[src/rtl/midi_note_tx.sv]
// MIDI note-event transmitter: captures one channel-voice event and shifts its three bytes
// out as 8N1 MIDI UART (LSB first, idle high).
module midi_note_tx #(
   parameter int unsigned CLKS_PER_BIT = 1600
) (
   input  logic        clk,
   input  logic        rst,
   input  logic        ev_valid,
   output logic        ev_ready,
   input  logic        ev_note_on,
   input  logic [3:0]  ev_channel,
   input  logic [7:0]  ev_pitch,
   input  logic [7:0]  ev_velocity,
   output logic [31:0] msg_word,
   output logic        tx_serial,
   output logic        busy,
   output logic        done
);

   typedef enum logic [1:0] {StIdle, StStart, StData, StStop} state_e;

   localparam logic [15:0] LastCnt = 16'(CLKS_PER_BIT - 1);

   state_e      state_q, state_d;
   logic [1:0]  byte_q, byte_d;
   logic [2:0]  bit_q, bit_d;
   logic [15:0] cnt_q, cnt_d;
   logic [31:0] msg_q, msg_d;
   logic        tx_q, tx_d;
   logic        done_q, done_d;
   logic        bit_end;
   logic [7:0]  cur_byte;
   logic        unused_msb;

   assign bit_end    = (cnt_q == LastCnt);
   // Data-byte MSBs are forced to zero on capture, so the inputs' bit 7 is never used.
   assign unused_msb = ev_pitch[7] ^ ev_velocity[7];

   always_comb begin
      state_d  = state_q;
      byte_d   = byte_q;
      bit_d    = bit_q;
      cnt_d    = cnt_q;
      msg_d    = msg_q;
      done_d   = 1'b0;
      cur_byte = 8'h00;
      tx_d     = 1'b1;

      unique case (state_q)
         StIdle: begin
            if (ev_valid) begin
               state_d = StStart;
               byte_d  = 2'd0;
               cnt_d   = 16'd0;
               msg_d   = {8'h00, 3'b100, ev_note_on, ev_channel,
                          1'b0, ev_pitch[6:0], 1'b0, ev_velocity[6:0]};
            end
         end
         StStart: begin
            if (bit_end) begin
               state_d = StData;
               bit_d   = 3'd0;
               cnt_d   = 16'd0;
            end else begin
               cnt_d = cnt_q + 16'd1;
            end
         end
         StData: begin
            if (bit_end) begin
               cnt_d = 16'd0;
               if (bit_q == 3'd7) state_d = StStop;
               else bit_d = bit_q + 3'd1;
            end else begin
               cnt_d = cnt_q + 16'd1;
            end
         end
         StStop: begin
            if (bit_end) begin
               cnt_d = 16'd0;
               if (byte_q == 2'd2) begin
                  state_d = StIdle;
                  done_d  = 1'b1;
               end else begin
                  byte_d  = byte_q + 2'd1;
                  state_d = StStart;
               end
            end else begin
               cnt_d = cnt_q + 16'd1;
            end
         end
         default: state_d = StIdle;
      endcase

      // The line level is computed from the next state so tx_serial comes straight from a flop.
      unique case (byte_d)
         2'd0:    cur_byte = msg_d[23:16];
         2'd1:    cur_byte = msg_d[15:8];
         default: cur_byte = msg_d[7:0];
      endcase
      if (state_d == StStart)     tx_d = 1'b0;
      else if (state_d == StData) tx_d = cur_byte[bit_d];
   end

   always_ff @(posedge clk or posedge rst) begin
      if (rst) begin
         state_q <= StIdle;
         byte_q  <= 2'd0;
         bit_q   <= 3'd0;
         cnt_q   <= 16'd0;
         msg_q   <= 32'h0;
         tx_q    <= 1'b1;
         done_q  <= 1'b0;
      end else begin
         state_q <= state_d;
         byte_q  <= byte_d;
         bit_q   <= bit_d;
         cnt_q   <= cnt_d;
         msg_q   <= msg_d;
         tx_q    <= tx_d;
         done_q  <= done_d;
      end
   end

   assign ev_ready  = (state_q == StIdle);
   assign busy      = (state_q != StIdle);
   assign done      = done_q;
   assign tx_serial = tx_q;
   assign msg_word  = msg_q;

endmodule

[config.mk]
export PLATFORM = sky130hd
export DESIGN_NAME = midi_note_tx
export DESIGN_NICKNAME = d
export VERILOG_FILES = /design/src/rtl/midi_note_tx.sv
export SDC_FILE = /design/constraint.sdc
export NUM_CORES = 1
export LEC_CHECK = 0
export ABC_AREA = 1
export BUFFER_PORTS_ARGS = -buffer_cell sky130_fd_sc_hd__buf_4
export CAP_MARGIN = 15
export CORE_ASPECT_RATIO = 0.9
export CORE_UTILIZATION = 55
export DETAILED_ROUTE_END_ITERATION = 12
export GPL_TIMING_DRIVEN = 0
export PLACE_DENSITY = 0.8
export SYNTH_ARGS = -nofsm -noshare
export SYNTH_HDL_FRONTEND = slang
export SYNTH_SLANG_ARGS = --single-unit
[constraint.sdc]
create_clock -name clk -period 2.57 [get_ports clk]
set_clock_uncertainty 0.2 [all_clocks]
set_input_delay 0.771 -clock clk [delete_from_list [all_inputs] [get_ports clk]]
set_output_delay 0.771 -clock clk [all_outputs]
set_load 0.01 [all_outputs]
; Yosys cells after proc, flatten, opt, wreduce, memory -nomap -nowiden
; Index checks and enable logic that the tools add are counted.
[word_totals]
latchBits = 0
mem_bits_rw = 0
regBits = 49
rom_bits = 0
mem_count = 0
[classes]
div_mod_pow = 0
n_mul = 0
eq_ne = 10
n_reduce_logical = 4
n_lt_le_gt_ge = 1
shifts = 0
muxes = 28
n_bitwise = 0
add_sub_neg = 3
[op_table]
columns = op, count
row1 = $mux W24, 2
row2 = $mux W16, 2
row3 = $pmux W16 S2, 1
row4 = $add A16 B1 Y16 const B, 1
row5 = $eq A16 B11 Y1 const B, 1
row6 = $mux W2, 8
row7 = $pmux W8 S2, 1
row8 = $mux W3, 3
row9 = $eq A2 B2 Y1 const B, 4
row10 = $pmux W2 S4, 1
row11 = $mux W1, 7
row12 = $eq A2 B1 Y1 const B, 3
row13 = $pmux W3 S2, 1
row14 = $logic_not A2 Y1, 2
row15 = $lt A3 B4 Y1 const B, 1
row16 = $pmux W2 S2, 1
row17 = $add A3 B1 Y3 const B, 1
row18 = $bmux W1 S3, 1
row19 = $eq A3 B3 Y1 const B, 1
row20 = $reduce_or A3 Y1, 1
row21 = $add A2 B1 Y2 const B, 1
row22 = $ne A2 B2 Y1 const B, 1
row23 = $reduce_bool A2 Y1, 1

; Depth between registers and ports, before layout
; Gate-level depths: netlist of the first run.
[logic_depth]
ltp_word = 10
depth_mapped = 20
depth_no_buf = 19

; Worst setup path after synthesis of the first run
; Ideal clock, no wire load.
[synth_path]
path_kind = flip-flop to flip-flop
from = register state_q[0]
to = register cnt_q[15]
path_buffers = 0
setup_slack_ps = 210
period_less_slack_ps = 2360
path_stages_with_launch = 17
arrival_time_ps = 2039
cell_sequence = dfrtp_1 > inv_1 > ha_1 > inv_2 > nor2_4 > nor2_1 > nand2_1 > nor2_2 > inv_2 > nor2_1 > inv_2 > nor2_2 > nand2_1 > nor3b_2 > nand2_1 > o21ai_1 > a21oi_1
[synth_via]
word_cells_on_any_way = 7
[synth_lines]
columns = element, line
row1 = "start, declared", 24  ; state_e state_q, state_d;
row2 = "start signal, assigned", 106  ; state_q <= StIdle;
row3 = "start signal, assigned", 114  ; state_q <= state_d;
row4 = $logic_not A2 Y1 (*), --
row5 = net ev_ready, 9  ; output logic ev_ready,
row6 = $pmux W16 S2 / $ne A2 B2 Y1 (equally long branches), --
row7 = "end signal, assigned", 117  ; cnt_q <= cnt_d;
row8 = "end, declared", 27  ; logic [15:0] cnt_q, cnt_d;
; Mark *: on every way through the listed nets, which the timed path passes. The rest lies on a longest branch.
; A chain may end at the register's enable or synchronous reset.

; Worst setup path after layout of the first run
[layout_path]
from = register state_q[1]
to = register cnt_q[15]
[layout_via]
elab_chain_len = 3
word_cells_on_any_way = 7
[layout_rtl]
columns = element, line
row1 = $eq A2 B2 Y1 / $eq A2 B1 Y1 (equally long branches), 49  ; unique case (state_q)
row2 = $reduce_or A3 Y1 (no line), --
row3 = $pmux W16 S2, 49
; Parallel ways exist; a longest one is shown, timed or not.

==> flow_metrics.tcl, run 1 <==
set metrics [dict create \
    synth_area_leaders "dfrtp_1 (42%), nand2_1 (12%), nand3_1 (6.7%), nor2_1 (6.2%), inv_1 (5.9%)" \
    worstSetupStartpointType "flip-flop" \
    yosys.cell_count.top_type "nand2_1" \
    drt.antenna.violating_nets 0 \
    pin_count 60 \
    relSlewSlack_pct 66.7 \
    synthAdderAreaFrac_pct 3.95 \
    dp.cells 501 \
    ir_worst_vdd_uv 671 \
    synth_area_leader_cell "dfrtp_1" \
    via_per_inst 5.09 \
    clk_latency_ps 300 \
    ys_ff_latch 49 \
    crit_slowest_cell "dfrtp_1" \
    outcome "complete, no violations" \
    p_per_area_mw_per_mm2 766 \
    core_mm2 0.00492 \
    p_sw_uw 1030 \
    nets 485 \
    worstSetupEndpointType "flip-flop" \
    grt_overflow 0 \
    start_util_pct 57.9 \
    critical_path_required_ps 2550 \
    yosys-mux-area-fraction_pct 0.351 \
    period_minus_slack_ps 2400 \
    critPathMaxFanout 6 \
    crit_top_cell "inv_2" \
    area_delta_synth_final_pct 23.9 \
    p_total_uw 2700 \
    syn_inst 379 \
    maxCapViolations 0 \
    slowest_delay_ps 390 \
    tightest_slew_ps 500 \
    layout_setup_ws_ps 174 \
    drtIter0Drc 244 \
    finalSetupViolCount 0 \
    cts_tree "done" \
    synth_cell_types 36 \
    switching_share_pct 37.9 \
    die_area_mm2 0.00547 \
    ff_latch_area_mm2 0.00123 \
    ys_seq_area_share_pct 43.1 \
    fin_cells 518 \
    drive_gt1_share_pct 27.6 \
    io_buffers 49 \
    combPwrFrac_pct 44.5 \
    final_area_mm2 0.00353 \
    die_width_um 77.9 \
    r2r-end "cnt_q[15]" \
    cts_hold_buf 0 \
    cts_made_buffers 5 \
    reg2reg_slack_ps 170 \
    avgSynthCellArea_um2 7.52 \
    drv_slew 0 \
    antenna_found_initial 0 \
    grt_pass1_vias 2370 \
    netlist_area_mm2 0.00285 \
    cts.sinks 49 \
    grt_setup_unrepaired "no" \
    crit_arrival_ps 2380 \
    vias 2636 \
    synth_top_family_by_area "simple AND/OR/NAND/NOR gates" \
    synth_warnings 0 \
    setup.worst_path.class "flip-flop to flip-flop" \
    cts-root-buf "clkbuf_8" \
    worstPathCellList "inv_2 > ha_4 > inv_2 > nor2_4 > nor2_2 > nand2_2 > nor2_4 > inv_2 > nor2_1 > inv_2 > nor2_4 > nand2_1 > nor3b_2 > nand2_1 > o21ai_1 > a21oi_1" \
    place_area_mm2 0.00334 \
    p_int_uw 1680 \
    synth_compound_area_share_pct 6.76 \
    worstReg2RegStart "state_q[1]" \
    grt_max_degree 37 \
    die_y_um 70.3 \
    leakage_uw 0.00181 \
    clkSlewWorstSetupHoldPaths_ps 90 \
    fillers 416 \
    firstDrtPassIters 6 \
    synth-edff-count 0 \
    synth_top_flop_cell "dfrtp_1" \
    wl_per_cell_um 12.4 \
    cts_htree_levels 2 \
    drc 0 \
    gp_congestion 0.924 \
    synth_top_area_share_pct 42.2 \
    insertedDiodeCount 0 \
    pre_cts_ws_ps -82.6 \
    synth-async-reset-ratio_pct 100 \
    max_freq_mhz 417 \
    p_clk_share_pct 16.4 \
    grt_use_total_pct 24.2 \
    multi_input_comb_area_mm2 0.00139 \
    dp_hpwl_um 4850 \
    finalHoldViolCount 0 \
    period_share_pct 93.2 \
    rows 24 \
    yosys.area_share.simple_pct 35.0 \
    drt-total-wl_um 6440 \
    clock_tree.buffer_depth 2 \
    grt_pass1_wl_um 10600 \
    synth_common_cells "nand2_1 (91), dfrtp_1 (48), nor2_1 (47), inv_1 (45), nand3_1 (38)" \
    holdCritPathClass "input port to asynchronous set/reset pin" \
    synthXorXnorAreaFrac_pct 0.307 \
    seqPwrFrac_pct 39.1 \
    reg2reg_depth 16 \
]
==> layout make-up <==
| class | instances | share of cell area (%) |
|---|---|---|
| repair buffers | 59 | 12.9 |
| clock buffers | 6 | 2.06 |
| inverters | 53 | 5.71 |
| well taps | 65 | 2.30 |
| multi-input cells | 270 | 39.2 |
| clock inverters | 2 | 0.284 |
| flip-flops and latches | 49 | 34.8 |
| plain buffers | 14 | 2.73 |
==> metal layers <==
metal	part of all wire [%]	vias to the layer above	GRT usage [%]
met2	45	92	36.4
met4	0.85	0	4.61
met1	48	1214	36.6
li1	-	1320	-
met3	6.1	10	4.44
met5	0	-	0
==> layout by cell type, fill, tap and decap left out, types with 2 or more instances in the layout <==
cell	netlist	routed
buf_2	2	2
conb_1	1	8
inv_2	6	10
nor3b_1	2	2
nand3_1	38	38
nand2_1	91	89
o21ai_1	1	2
nor2_2	8	6
dfrtp_1	48	48
o21ai_0	19	18
or2_2	8	8
nor2_4	3	6
inv_1	45	41
buf_4	9	67
nand2_4	2	2
a21oi_1	9	9
nand4_1	2	2
nand2_2	4	6
a22oi_1	2	2
clkinv_2	0	2
nor3_1	6	6
nand3_2	3	3
clkbuf_8	0	5
clkbuf_1	2	3
nor2_1	47	46
ha_1	9	8
==> per-stage QoR <==
stage                     hold slack (ps)  util [%]  TNS (ps)
after floorplan                       279         -         0
after global placement                290      67.5    -10370
after detailed placement              281      67.9      -159
after CTS                             230      69.9         0
after global routing                  248      71.7         0
final                                 222      71.7         0
==> worst max path at each step <==
stage / start / endpoint / cells after the start
2_1_floorplan: state_q[0] / cnt_q[15] / 16
3_3_place_gp: rst / cnt_q[1] / 2
3_5_place_dp: ev_valid / tx_serial / 15
4_1_cts: state_q[0] / cnt_q[15] / 16
5_1_grt: cnt_q[0] / tx_serial / 17
6_report: state_q[1] / cnt_q[15] / 16
==> what timing repair did <==
| item | 4_1_cts | 5_1_grt |
|---|---|---|
| setup buffers | 2 | 7 |
| endpoints found under the setup margin | 2 | 3 |
| pin swaps | 0 | 2 |
| resized for setup | 0 | 12 |
==> state kept, by name (all words and copies together) (netlist names) <==
| signal | count |
|---|---|
| done | 1 |
| msg_word | 24 |
| bit_q | 3 |
| cnt_q | 16 |
| byte_q | 2 |
| tx_serial | 1 |
| state_q | 2 |
==> power groups by stage <==
stage                     Clock, uW  Sequential, uW  Combinational [uW]
after detailed placement          0            1080                1100
after global routing            479            1080                1340
final                           444            1060                1200
after floorplan                   0            1140                 584
after global placement            0            1070                1080
after CTS                       446            1060                1130
==> cell families after synthesis <==
logic type,after synthesis
buffers and inverters,67
AND/OR/NAND/NOR,216
AO/OA/AOI/OAI,35
XOR/XNOR,1
flip-flops,49
other,1
multiplexers,1
adder cells (fa/ha/maj),9
==> critical path: cells and delay by family (launching register included) <==
kind                       cells  cell delay, ps
AOI/OAI and AO/OA              2             180
DFF                            1             390
and+or+nand+nor                9            1070
adders and majority gates      1             170
buffers and inverters          4             280
Power figures use the tool's default switching activity.
==> run 2, diff against run 1 <==
--- a/config.mk
+++ b/config.mk
@@ -12,7 +12,7 @@
 export CORE_UTILIZATION = 55
 export DETAILED_ROUTE_END_ITERATION = 12
 export GPL_TIMING_DRIVEN = 0
-export PLACE_DENSITY = 0.8
+export PLACE_DENSITY = 0.91
 export SYNTH_ARGS = -nofsm -noshare
 export SYNTH_HDL_FRONTEND = slang
 export SYNTH_SLANG_ARGS = --single-unit
==> run 2 against run 1 <==
  * Setup slack gained 25 ps
  * Cell count is 0.77% lower
  * Global-route usage rose by 1.4 points
  * Routed wire length grew 2.8%
==> flow_metrics.tcl, run 2 (same netlist as run 1, synthesis figures left out) <==
set metrics [dict create \
    drv_slew 0 \
    nets 481 \
    max_freq_mhz 422 \
    area_delta_synth_final_pct 24.5 \
    cts_hold_buf 0 \
    outcome "complete, no violations" \
    grt_pass1_vias 2522 \
    crit_start "cnt_q[0]" \
    holdCritPathClass "input port to asynchronous set/reset pin" \
    pin_count 60 \
    start_util_pct 57.9 \
    final_area_mm2 0.00355 \
    drc 0 \
    clock_tree.buffer_depth 2 \
    critical_path_required_ps 2620 \
    worstReg2RegStart "cnt_q[0]" \
    period_minus_slack_ps 2370 \
    firstDrtPassIters 5 \
    fin_util_pct 72.0 \
    core_mm2 0.00492 \
    drive_gt1_share_pct 27.2 \
    ff_latch_area_mm2 0.00123 \
    cts_htree_levels 2 \
    largest_reg_flops 24 \
    insertedDiodeCount 0 \
    period_share_pct 92.2 \
    cts.sinks 49 \
    setup.worst_path.class "flip-flop to flip-flop" \
    worstSetupEndpointType "flip-flop" \
    grt_overflow 0 \
    via_per_inst 5.31 \
    clk_latency_ps 300 \
    vias 2731 \
    wl_per_cell_um 12.9 \
    drtIter0Drc 273 \
    leakage_uw 0.00181 \
    ir_worst_vdd_uv 447 \
    top_layer_used "met4" \
    die_area_mm2 0.00547 \
    grt_use_total_pct 25.7 \
    wl_met1_um 2990 \
    crit_arrival_ps 2420 \
    cts_made_buffers 5 \
    cts_tree "done" \
    critPathMaxFanout 4 \
    gp_congestion 0.915 \
    rows 24 \
    antenna_found_initial 0 \
    grt_pass1_wl_um 11200 \
    worstSetupStartpointType "flip-flop" \
    maxCapViolations 0 \
    multi_input_comb_area_mm2 0.00139 \
    grt_max_degree 34 \
    dp_hpwl_um 4980 \
    met3_length_um 415 \
    whs_ps 242 \
    finalHoldViolCount 0 \
    finalSetupViolCount 0 \
    drt-total-wl_um 6620 \
    layout_common_cells "nand2_1 (90), buf_4 (64), dfrtp_1 (48), nor2_1 (45), inv_1 (41)" \
    cts-root-buf "clkbuf_8" \
    io_buffers 49 \
    fillers 386 \
    dr_wl_met2_um 3170 \
    place_area_mm2 0.00334 \
    drt.antenna.violating_nets 0 \
    die_y_um 70.3 \
    p_per_area_mw_per_mm2 794 \
    layout_commonest_cell "nand2_1" \
    die_width_um 77.9 \
    clkSlewWorstSetupHoldPaths_ps 90 \
]
run 2: timing repair:
action                                 4_1_cts  5_1_grt
resized for setup                            0       16
endpoints found under the hold margin        0        0
setup endpoints to repair                    1        2
cloned                                       0        0
pin swaps                                    0        3
buffers inserted                             2        3
run 2: cell type report:
cell class / instances / area share, %
timing repair buffer: 55 / 12.0
sequential: 49 / 34.6
tap: 65 / 2.29
buffer: 14 / 2.86
inverter: 53 / 5.68
multi-input combinational: 270 / 39.2
clock inverter: 2 / 1.06
clock buffer: 6 / 2.33
run 2: final timing paths:
path / slack [ps] / depth (start not counted) / to
max: 200 / 17 / tx_serial
min: 240 / 2 / cnt_q[12]
max reg2reg: 200 / 17 / tx_serial
min reg2reg: 320 / 2 / msg_word[9]
max in group asynchronous: 1370 / 3 / tx_serial
min in group clk: 320 / 2 / msg_word[9]
run 2: per-layer routing:
layer / global-route usage, % / up-vias
met1: 37.4 / 1292
met3: 3.92 / 7
li1: - / 1321
met5: 0 / -
met4: 6.92 / 0
met2: 39.9 / 111
run 2: stage by stage:
step	total power (uW)	TNS (ps)	setup WS (ps)	cells
4_1_cts	2770	0	67.2	511
3_3_place_gp	2140	-7970	-167	500
5_1_grt	2990	-2.98	-2.44	514
6_report	2820	0	199	514
2_1_floorplan	1720	0	210	386
3_5_place_dp	2180	-69.2	-56.6	501
run 2: worst max-delay path: stages (launching register included):
cell and delay, ps:
dfrtp_1 400, ha_1 250, nand2_1 130, nor2_4 140, nand3_1 160, nor2_4 180, nand4_1 100, nand2_1 110
inv_1 50, nand2_1 110, nor2_1 60, nand3_1 60, nand3_1 80, nand2_1 90, nand2_1 50, nand3_1 60
nand2_1 50, inv_1 40
run 2: power breakdown:
group          switching, uW  internal [uW]  total, uW
Combinational            670            513       1180
Clock                    260            317        577
Sequential               103            956       1060
==> run 3, diff against run 2 <==
==> constraint.sdc (replaced) <==
create_clock -name clk -period 2.57 [get_ports clk]
set_clock_uncertainty 0.2 [all_clocks]
set_input_delay 0.257 -clock clk [delete_from_list [all_inputs] [get_ports clk]]
set_output_delay 0.257 -clock clk [all_outputs]
set_load 0.01 [all_outputs]
==> run 3 against run 2 <==
  * Via count is 2.1% higher
  * Non-clock buffer count is 9 higher
  * Combinational power hardly changed
  * Sequential cell count stayed put
  * Clock-buffer cell count stayed put
  * Critical endpoint unchanged
  * Critical path depth stayed put
  * Die area stayed put
  * First-iteration DRC count is 5.9% higher
  * Highest routed layer unchanged
  * Routed wire length is 5.4% higher
  * Clock power hardly changed
  * Fmax hardly changed
==> flow_metrics.tcl, run 3 (same netlist as run 1, synthesis figures left out) <==
set metrics [dict create \
    outcome "complete, no violations" \
    layout_commonest_cell "nand2_1" \
    maxCapViolations 0 \
    largest_reg_flops 24 \
    cts_tree "done" \
    die_width_um 77.9 \
    fin_cells 523 \
    drv_slew 0 \
    crit_arrival_ps 2420 \
    clkSlewWorstSetupHoldPaths_ps 90 \
    worstSetupStartpointType "flip-flop" \
    die_area_mm2 0.00547 \
    die_y_um 70.3 \
    pin_count 60 \
    area_delta_synth_final_pct 27.8 \
    antenna_found_initial 0 \
    insertedDiodeCount 0 \
    cts.sinks 49 \
    grt_pass1_vias 2626 \
    crit_top_cell "nand2_1" \
    leakage_uw 0.00184 \
    whs_ps 18.9 \
    gp_congestion 0.915 \
    final_area_mm2 0.00364 \
    nets 490 \
    clk_latency_ps 300 \
    layout_common_cells "nand2_1 (89), buf_4 (64), dfrtp_1 (48), nor2_1 (45), inv_1 (41)" \
    drt.antenna.violating_nets 0 \
    p_per_area_mw_per_mm2 784 \
    wl_per_cell_um 13.3 \
    drt-total-wl_um 6980 \
    path_buf_inv 2 \
    cts_made_buffers 5 \
    drc 0 \
    pre_cts_ws_ps -12.6 \
    via_per_inst 5.33 \
    clock_tree.buffer_depth 2 \
    grt_pass1_wl_um 11800 \
    crit_slowest_cell "dfrtp_1" \
    setup.worst_path.class "flip-flop to flip-flop" \
    core_mm2 0.00492 \
    period_share_pct 92.2 \
    worstSetupEndpointType "flip-flop" \
    critical_path_required_ps 2620 \
    critPathTopFamily "simple AND/OR/NAND/NOR gates" \
    dp_hpwl_um 4980 \
    period_minus_slack_ps 2370 \
    max_freq_mhz 422 \
    place_area_mm2 0.00334 \
    ir_worst_vdd_uv 461 \
    layout_setup_ws_ps 199 \
    holdCritPathClass "input port to flip-flop" \
    io_buffers 49 \
    slowest_delay_ps 410 \
    firstDrtPassIters 5 \
    dp.cells 501 \
    cts-root-buf "clkbuf_8" \
    drtIter0Drc 289 \
    grt_max_degree 34 \
    drive_gt1_share_pct 26.9 \
    start_util_pct 57.9 \
    cp_num_cells 17 \
    rows 24 \
    cts_htree_levels 2 \
    vias 2789 \
    worstPathCellList "ha_1 > nand2_1 > nor2_4 > nand3_1 > nor2_4 > nand4_1 > nand2_1 > inv_1 > nand2_1 > nor2_1 > nand3_1 > nand3_1 > nand2_1 > nand2_1 > nand3_1 > nand2_1 > inv_1" \
    grt_use_total_pct 27.1 \
    grt_overflow 0 \
    finalHoldViolCount 0 \
    finalSetupViolCount 0 \
    reg2reg_depth 17 \
    critPathMaxFanout 4 \
    holdPathStages 3 \
]
-- run 3: metrics by stage --
stage          power [uW]  TNS [ps]  utilization, %
4_1_cts              2780         0            72.3
3_5_place_dp         2180     -12.6            67.9
5_1_grt              3020     -7.78            73.9
6_report             2850         0            73.9
3_3_place_gp         2140         0            67.5
2_1_floorplan        1720         0               -
-- run 3: path summary, 6_finish.rpt --
check                              from           end  slack (ps)
setup / recovery               cnt_q[0]     tx_serial         200
setup reg to reg               cnt_q[0]     tx_serial         200
hold reg to reg            msg_word[23]  msg_word[23]         310
hold / removal              ev_pitch[5]  msg_word[13]          20
min in group asynchronous           rst     cnt_q[12]         290
max in group asynchronous           rst     tx_serial        1320
-- run 3: final cells by class --
| cell class | instances | area [um^2] |
|---|---|---|
| multi-input cells | 270 | 1390 |
| fillers | 357 | 1280 |
| flip-flops and latches | 49 | 1230 |
| repair buffers | 64 | 515 |
| inverters | 53 | 201 |
| plain buffers | 14 | 101 |
| clock buffers | 6 | 82.6 |
| well taps | 65 | 81.3 |
| clock inverters | 2 | 37.5 |
-- run 3: worst min-delay path: stages --
cell and delay (ps):
buf_4 80, nand2_1 50, nand2_1 90
-- run 3: what timing repair did --
| item | 4_1_cts | 5_1_grt |
|---|---|---|
| hold buffers | 8 | 1 |
| setup endpoints to repair | 1 | 2 |
| gates cloned | 0 | 0 |
| pin swaps | 0 | 3 |
| gates resized for setup | 0 | 16 |
| setup buffers | 2 | 3 |
| hold endpoints to repair | 23 | 1 |
-- run 3: where the power goes --
part	internal, uW	leakage [uW]	switching, uW	total, uW
Sequential	956	0.000631	106	1060
Combinational	524	0.00116	690	1210
Clock	317	0.0000574	259	576
-- run 3: layer usage --
metal	routed length [um]	up-vias	GRT usage [%]	part of all wire, %
met5	0	-	0	0
met2	3340	127	42.3	48
li1	-	1336	-	-
met1	3060	1314	38.4	44
met4	104	0	8.81	1.5
met3	475	12	4.44	6.8
